### config.mk
export PLATFORM = sky130hd
export DESIGN_NAME = reward_decider_ma
export DESIGN_NICKNAME = d
export VERILOG_FILES = /design/src/rtl/rd_pkg.sv /design/src/rtl/rd_lane.sv /design/src/rtl/reward_decider_ma.sv
export SDC_FILE = /design/constraint.sdc
export NUM_CORES = 2
export LEC_CHECK = 0
export CAP_MARGIN = 15
export CORE_MARGIN = 3
export CORE_UTILIZATION = 59
export DETAILED_ROUTE_END_ITERATION = 12
export DONT_BUFFER_PORTS = 1
export GPL_TIMING_DRIVEN = 0
export PLACE_DENSITY = 0.78
export REMOVE_ABC_BUFFERS = 1
export SYNTH_ARGS = -nofsm -noshare
export SYNTH_HDL_FRONTEND = slang
export SYNTH_SLANG_ARGS = --single-unit
### constraint.sdc
create_clock -name clk -period 13.05 [get_ports clk]
set_input_delay 2.61 -clock clk [delete_from_list [all_inputs] [get_ports clk]]
set_output_delay 2.61 -clock clk [all_outputs]
set_load 0.01 [all_outputs]
### src/rtl/rd_pkg.sv
// Shared definitions for the multi-agent reward decider: table-select codes,
// default widths, and the width rule used by the saturating accumulator.
// No logic or state; imported by rd_lane and reward_decider_ma.
package rd_pkg;

  // Reward-table entry codes carried on cfg_sel; code 3 selects no entry.
  typedef enum logic [1:0] {
    SEL_R0   = 2'd0,
    SEL_R1   = 2'd1,
    SEL_R2   = 2'd2,
    SEL_NONE = 2'd3
  } sel_e;

  localparam int DEF_N_AGENT = 4;
  localparam int DEF_A_W     = 2;
  localparam int DEF_R_W     = 32;
  localparam int DEF_ACC_W   = 40;

  // The saturating add runs one bit wider than the accumulator so that
  // signed overflow shows up as a mismatch between the top two sum bits.
  function automatic int sat_sum_w(input int acc_w);
    return acc_w + 1;
  endfunction

endpackage

### src/rtl/rd_lane.sv
// One agent lane: stage-1 action registers, reward select, r_out register, saturating accumulator.
// Latency: two register stages from input to r_out; acc_out follows one cycle after an output transfer.
// Backpressure: all pipeline registers hold while en is low; the accumulator moves only on xfer.
module rd_lane
  import rd_pkg::*;
#(
  parameter int A_W   = DEF_A_W,
  parameter int R_W   = DEF_R_W,
  parameter int ACC_W = DEF_ACC_W
) (
  input  logic             clk,
  input  logic             rst,
  input  logic             en,
  input  logic             s1_valid,
  input  logic             xfer,
  input  logic             ep_clr,
  input  logic [A_W-1:0]   amax,
  input  logic [A_W-1:0]   amin,
  input  logic [A_W-1:0]   act,
  input  logic [R_W-1:0]   r0,
  input  logic [R_W-1:0]   r1,
  input  logic [R_W-1:0]   r2,
  output logic [R_W-1:0]   r_out,
  output logic [ACC_W-1:0] acc_out
);

  localparam int SUM_W = sat_sum_w(ACC_W);

  logic [A_W-1:0]          amax_q;
  logic [A_W-1:0]          amin_q;
  logic [A_W-1:0]          act_q;
  logic [R_W-1:0]          sel_r;
  logic signed [ACC_W-1:0] acc_q;
  logic signed [ACC_W-1:0] r_ext;
  logic signed [SUM_W-1:0] sum;
  logic signed [ACC_W-1:0] acc_sat;

  // Stage 1: capture all three action indices together so they stay aligned to one beat.
  always_ff @(posedge clk or posedge rst) begin
    if (rst) begin
      amax_q <= '0;
      amin_q <= '0;
      act_q  <= '0;
    end else if (en) begin
      amax_q <= amax;
      amin_q <= amin;
      act_q  <= act;
    end
  end

  // Select: a greedy match wins even when the worst action is the same index.
  always_comb begin
    sel_r = r1;
    if (act_q == amax_q) begin
      sel_r = r2;
    end else if (act_q == amin_q) begin
      sel_r = r0;
    end
  end

  // Stage 2: latch the selected reward with whatever table value is live this cycle.
  always_ff @(posedge clk or posedge rst) begin
    if (rst) begin
      r_out <= '0;
    end else if (en && s1_valid) begin
      r_out <= sel_r;
    end
  end

  assign r_ext = ACC_W'($signed(r_out));
  assign sum   = SUM_W'(acc_q) + SUM_W'(r_ext);

  // Clamp to the signed accumulator range instead of wrapping.
  always_comb begin
    acc_sat = sum[ACC_W-1:0];
    if (sum[SUM_W-1] != sum[SUM_W-2]) begin
      acc_sat = sum[SUM_W-1] ? {1'b1, {(ACC_W-1){1'b0}}} : {1'b0, {(ACC_W-1){1'b1}}};
    end
  end

  // Accumulator: an episode clear that meets a transfer starts the new episode with that beat.
  always_ff @(posedge clk or posedge rst) begin
    if (rst) begin
      acc_q <= '0;
    end else if (ep_clr && xfer) begin
      acc_q <= r_ext;
    end else if (ep_clr) begin
      acc_q <= '0;
    end else if (xfer) begin
      acc_q <= acc_sat;
    end
  end

  assign acc_out = acc_q;

endmodule

### src/rtl/reward_decider_ma.sv
// Multi-agent reward decider: per-lane reward lookup from a shared 3-entry table plus episode accumulators.
// Latency: two cycles from input acceptance to out_valid when unstalled; 1 beat/cycle throughput.
// Backpressure: in_ready = ~out_valid | out_ready; the whole pipeline holds while it is low.
module reward_decider_ma
  import rd_pkg::*;
#(
  parameter int                    N_AGENT = DEF_N_AGENT,
  parameter int                    A_W     = DEF_A_W,
  parameter int                    R_W     = DEF_R_W,
  parameter int                    ACC_W   = DEF_ACC_W,
  parameter logic signed [R_W-1:0] R0_INIT = R_W'(-1),
  parameter logic signed [R_W-1:0] R1_INIT = R_W'(0),
  parameter logic signed [R_W-1:0] R2_INIT = R_W'(1)
) (
  input  logic                     clk,
  input  logic                     rst,
  input  logic                     cfg_we,
  input  logic [1:0]               cfg_sel,
  input  logic [R_W-1:0]           cfg_data,
  input  logic                     in_valid,
  output logic                     in_ready,
  input  logic [N_AGENT*A_W-1:0]   amax,
  input  logic [N_AGENT*A_W-1:0]   amin,
  input  logic [N_AGENT*A_W-1:0]   act,
  input  logic                     ep_clr,
  output logic                     out_valid,
  input  logic                     out_ready,
  output logic [N_AGENT*R_W-1:0]   r_out,
  output logic [N_AGENT*ACC_W-1:0] acc_out
);

  logic           en;
  logic           xfer;
  logic           s1_valid;
  logic [R_W-1:0] tbl_r0;
  logic [R_W-1:0] tbl_r1;
  logic [R_W-1:0] tbl_r2;

  assign en       = ~out_valid | out_ready;
  assign in_ready = en;
  assign xfer     = out_valid & out_ready;

  // Reward table: a write lands at the edge, so a select in the same cycle sees the old entry.
  always_ff @(posedge clk or posedge rst) begin
    if (rst) begin
      tbl_r0 <= R0_INIT;
      tbl_r1 <= R1_INIT;
      tbl_r2 <= R2_INIT;
    end else if (cfg_we) begin
      case (sel_e'(cfg_sel))
        SEL_R0:  tbl_r0 <= cfg_data;
        SEL_R1:  tbl_r1 <= cfg_data;
        SEL_R2:  tbl_r2 <= cfg_data;
        default: ;
      endcase
    end
  end

  // Valid pipeline shared by all lanes; advances only when the output side can move.
  always_ff @(posedge clk or posedge rst) begin
    if (rst) begin
      s1_valid  <= 1'b0;
      out_valid <= 1'b0;
    end else if (en) begin
      s1_valid  <= in_valid;
      out_valid <= s1_valid;
    end
  end

  for (genvar i = 0; i < N_AGENT; i++) begin : g_lane
    rd_lane #(
      .A_W   (A_W),
      .R_W   (R_W),
      .ACC_W (ACC_W)
    ) u_lane (
      .clk      (clk),
      .rst      (rst),
      .en       (en),
      .s1_valid (s1_valid),
      .xfer     (xfer),
      .ep_clr   (ep_clr),
      .amax     (amax[i*A_W +: A_W]),
      .amin     (amin[i*A_W +: A_W]),
      .act      (act[i*A_W +: A_W]),
      .r0       (tbl_r0),
      .r1       (tbl_r1),
      .r2       (tbl_r2),
      .r_out    (r_out[i*R_W +: R_W]),
      .acc_out  (acc_out[i*ACC_W +: ACC_W])
    );
  end

endmodule

### Word level (Yosys, flattened, before mapping)

Cells that the tools add are included.

| storage, ports and cells | value |
|---|---|
| register bits after elaboration | 410 |
| input bits | 64 |
| logic and storage cells | 81 |

| operators by class | value |
|---|---|
| add/subtract/negate cells | 4 |
| equality and inequality tests | 14 |
| muxes and demuxes | 28 |
| bitwise logic cells | 3 |
| reductions and logical operators | 7 |

Operators by type and width:

| operator | number |
|---|---|
| $mux W40 | 20 |
| $mux W32 | 8 |
| $add A40 B32 Y41 | 4 |
| $eq A2 B2 Y1 | 8 |
| $reduce_and A2 Y1 | 3 |
| $ne A1 B1 Y1 | 4 |
| $reduce_bool A3 Y1 | 1 |
| $eq A2 B1 Y1 const B | 1 |
| $eq A2 B2 Y1 const B | 1 |
| $logic_and A1 B1 Y1 | 2 |
| $logic_not A2 Y1 | 1 |
| $and A1 B1 Y1 | 1 |
| $not A1 Y1 | 1 |
| $or A1 B1 Y1 | 1 |

### Logic depth before layout (Yosys ltp)

| logic depth | value |
|---|---|
| depth in word-level cells | 6 |
| mapped depth | 14 |
| depth with buffers taken out | 12 |

### By module

Synthesis repeated with hierarchy kept, for this count alone.

| unflattened totals | value |
|---|---|
| cell total of the unflattened synthesis | 3312 |
| area total of the unflattened synthesis | 28772.6 sq um |

By module, submodules not included:

| module | times used | cells each | area each (sq um) |
|---|---|---|---|
| rd_lane at g_lane[1].u_lane ... | 2 | 752 | 6193.4 |
| rd_lane at g_lane[3].u_lane | 1 | 813 | 6391.1 |
| rd_lane at g_lane[0].u_lane | 1 | 784 | 6243.5 |
| reward_decider_ma | 1 | 211 | 3751.1 |

### Worst setup path before layout

OpenSTA, ideal clock, no wires.

| timing path | value |
|---|---|
| path kind | input-to-output |
| start | in out_ready |
| end | out in_ready |
| data arrival time | 3.400 ns |
| required time | 10.440 ns |
| path slack | 7.040 ns |
| cell stages on the path | 3 |
| path buffers | 2 |
| cell sequence | nand2b_1 clkbuf_1 buf_1 |

| on the way | value |
|---|---|
| longest elaborated chain between the ends | 1 |

Ends and longest elaborated chain:

| what | RTL line | text |
|---|---|---|
| start: declaration | reward_decider_ma.sv:27 | `input logic out_ready,` |
| $or A1 B1 Y1 | reward_decider_ma.sv:39 | `assign en = ~out_valid \| out_ready;` |
| end: declaration | reward_decider_ma.sv:21 | `output logic in_ready,` |

Every way passes these cells.

### Worst setup path after layout

Ends and elaborated chain as after synthesis.

==> flow_summary.ini <==
[min_path]
worstHoldStart = g_lane[0].u_lane.amin_q[1]
min_path_type = reg -> reg
min_path_cells = 1
min_to = g_lane[0].u_lane.amin_q[1]

[sta]
skew_ns = 0.0384
tightest_slew_ns = 1.06
setup_tns_ns = 0
slew_violations = 0
slew_headroom_pct = 29.0
max_freq_ghz = 0.170
grt_setup_unrepaired = no
setup_viol = 0
min_period_over_period_pct = 45.2
hold_viol = 0
fin_crit_ns = 5.90

[yosys]
yosys_warnings = 0
synth_most_common_cell = nand2_1
ys.flop_type = dfrtp_1
ys_seq_elements = 410
ys_types = 89
avgSynthCellArea_um2 = 8.76
postSynthCellCount = 3191
synthTopCellsByArea = dfrtp_1 (34%), o21ai_0 (7.7%), ha_1 (7.2%)
synth-edff-count = 0
synthTopCellsByCount = nand2_1 (439), o21ai_0 (431), dfrtp_1 (377), a21oi_1 (210), nor2_1 (197)
synth_area_um2 = 27900
synth-async-reset-ratio_pct = 100
netlist.area_leader.share_pct = 33.8
ys_seq_area_share_pct = 36.9
synth_top_cell_by_area = dfrtp_1

[layout]
post-route-util_pct = 65.5
syn_to_final_growth_pct = 9.40
nNetsFinal = 3323
drive_gt1_share_pct = 10.4
nFillCells = 3821
diodes = 0
stdcell_area_um2 = 30600

[worst_setup_path]
crit_path_start_kind = primary input
crit_arrival_ns = 3.29
required_ns = 10.44
end_kind = primary output
max_stage_delay_ns = 0.43
critPathTopFamily = simple AND/OR/NAND/NOR gates
worst-path-buf-inv = 1
r2r-end = g_lane[1].u_lane.acc_out[24]
reg2reg_depth = 11
setup.worst_path.class = in -> out
path_max_fanout = 20
path_cells = nand2b_1 -> buf_16
r2r_setup_slack_ns = 8.18
worstReg2RegStart = g_lane[1].u_lane.r_out[31]
cp_slowest_cell = nand2b_1

[global_routing]
globalRouteOverflowTotal = 0
antenna_found_initial = 1
grt_pass1_wl_um = 144000
grt_max_degree = 119
grt_pass1_vias = 24100
grt.total_usage_pct = 36.5

[place]
hpwlAfterDp_um = 69100
place_area_um2 = 28800
io_buffers = 0
globalplace.congestion = 0.955

[detailed_routing]
wl_per_cell_um = 24.9
drt_drc_violations_left = 0
initialDrtViolationCount = 2433
finalWirelength_um = 93300
drtPass1Iterations = 6
vias = 24800
ant_nets = 0
via_per_inst = 6.63

[clocking]
cts_sinks = 410
cts_buffers = 48
clock_latency_ns = 0.62
cts_tree = done
cts_max_path_buffers = 3
post_cts_buffers = 0
clk_pin_slew_ns = 0.06
ctsHoldBuffers = 0
cts_root_buf = clkbuf_16
cts_resized = 0
htreeDepth = 2

[floorplan]
die_w_um = 224
die_area_um2 = 50000
fp.coreArea_um2 = 46700
pin_count = 354
start_util_pct = 59.9
die_h_um = 224
num_rows = 79

[pwr]
total_power_uw = 8950
power.switching_uw = 4450
pwr-share-clk_pct = 16.6
p_int_uw = 4490
ir_drop_mv = 0.187
swShare_pct = 49.8
p_leak_uw = 0.0138
power.density_nw_per_um2 = 293
pwr-share-comb_pct = 53.4
power_frac_seq_pct = 30.0

[run_status]
status = completed

[flow_run]
drv_cap = 0
## per-layer routing
layer  global-route usage, %  up-vias  part of all wire [%]
li1                        -    11500                     -
met1                    47.2    12200                    41
met2                    59.3     1019                    46
met3                    9.45      175                   9.1
met4                    13.9        0                   4.1
met5                       0        -                     0
## logic make-up (layout without fill, tap and decap cells)
| group | Yosys count | in the layout | synth area share [%] |
|---|---|---|---|
| flip-flops | 410 | 410 | 36.9 |
| buffers and inverters | 235 | 179 | 3.27 |
| XOR/XNOR | 153 | 153 | 4.86 |
| adder cells (fa/ha/maj) | 166 | 166 | 7.53 |
| AND/OR/NAND/NOR | 859 | 859 | 13.4 |
| AO/OA/AOI/OAI | 1111 | 1111 | 24.3 |
| multiplexers | 257 | 257 | 9.75 |
## power groups by stage
stage,clock (uW),combinational (uW),sequential [uW]
floorplan,0,3540,2290
global placement,0,4480,2660
detailed placement,0,4660,2680
CTS,1500,4700,2660
global route,1550,5290,2720
finish,1490,4780,2680
## cell type report
type	count	area, um^2	area share [%]
clock buffer	70	1380	4.53
timing repair buffer	37	736	2.41
tap	607	759	2.48
clock inverter	20	363	1.19
sequential	410	10300	33.7
multi-input combinational	2546	16800	55.0
inverter	52	203	0.663
## sequential cells by signal, indices dropped and copies added, names as in the netlist, 8 cells and up
| signal | cells |
|---|---|
| g_lane.u_lane.acc_out | 160 |
| g_lane.u_lane.act_q | 8 |
| tbl_r1 | 32 |
| g_lane.u_lane.r_out | 128 |
| tbl_r2 | 32 |
| tbl_r0 | 32 |
| g_lane.u_lane.amin_q | 8 |
| g_lane.u_lane.amax_q | 8 |
## cells in the final DEF (no fill, tap or decap), drive strengths merged, types with 10 or more instances in the layout
cell / count
o21ai: 464
nand2: 441
dfrtp: 377
a21oi: 212
nor2: 201
ha: 160
mux2i: 135
mux2: 122
a22oi: 96
xnor2: 94
a21o: 76
clkbuf: 70
xor2: 59
inv: 53
nand3: 47
a211oi: 47
buf: 37
dfstp: 33
nor3: 31
o21bai: 28
a31oi: 27
o211ai: 25
nand4: 25
o21a: 23
and3: 18
nor2b: 18
o31ai: 16
nand2b: 15
or3: 12
a211o: 11
clkinv: 11
or2: 10
## worst max-delay path by stage
stage / start / to / slack [ns] / cells past startpoint
after floorplan: rst / g_lane[0].u_lane.acc_out[0] / -0.91 / 1
after global placement: rst / g_lane[3].u_lane.acc_out[33] / -5.14 / 1
after detailed placement: out_ready / in_ready / 7.18 / 2
after CTS: out_ready / in_ready / 7.16 / 2
after global routing: out_ready / in_ready / 7.08 / 2
final: out_ready / in_ready / 7.15 / 2
## stage by stage
step / instances / hold WS (ns) / worst slack [ns]
after floorplan: 3008 / 0.453 / -0.913
after global placement: 3615 / 0.463 / -5.14
after detailed placement: 3651 / 0.517 / 7.18
after CTS: 3741 / 0.530 / 7.16
after global routing: 3742 / 0.556 / 7.08
final: 3742 / 0.525 / 7.15
Power figures use the tool's default switching activity.
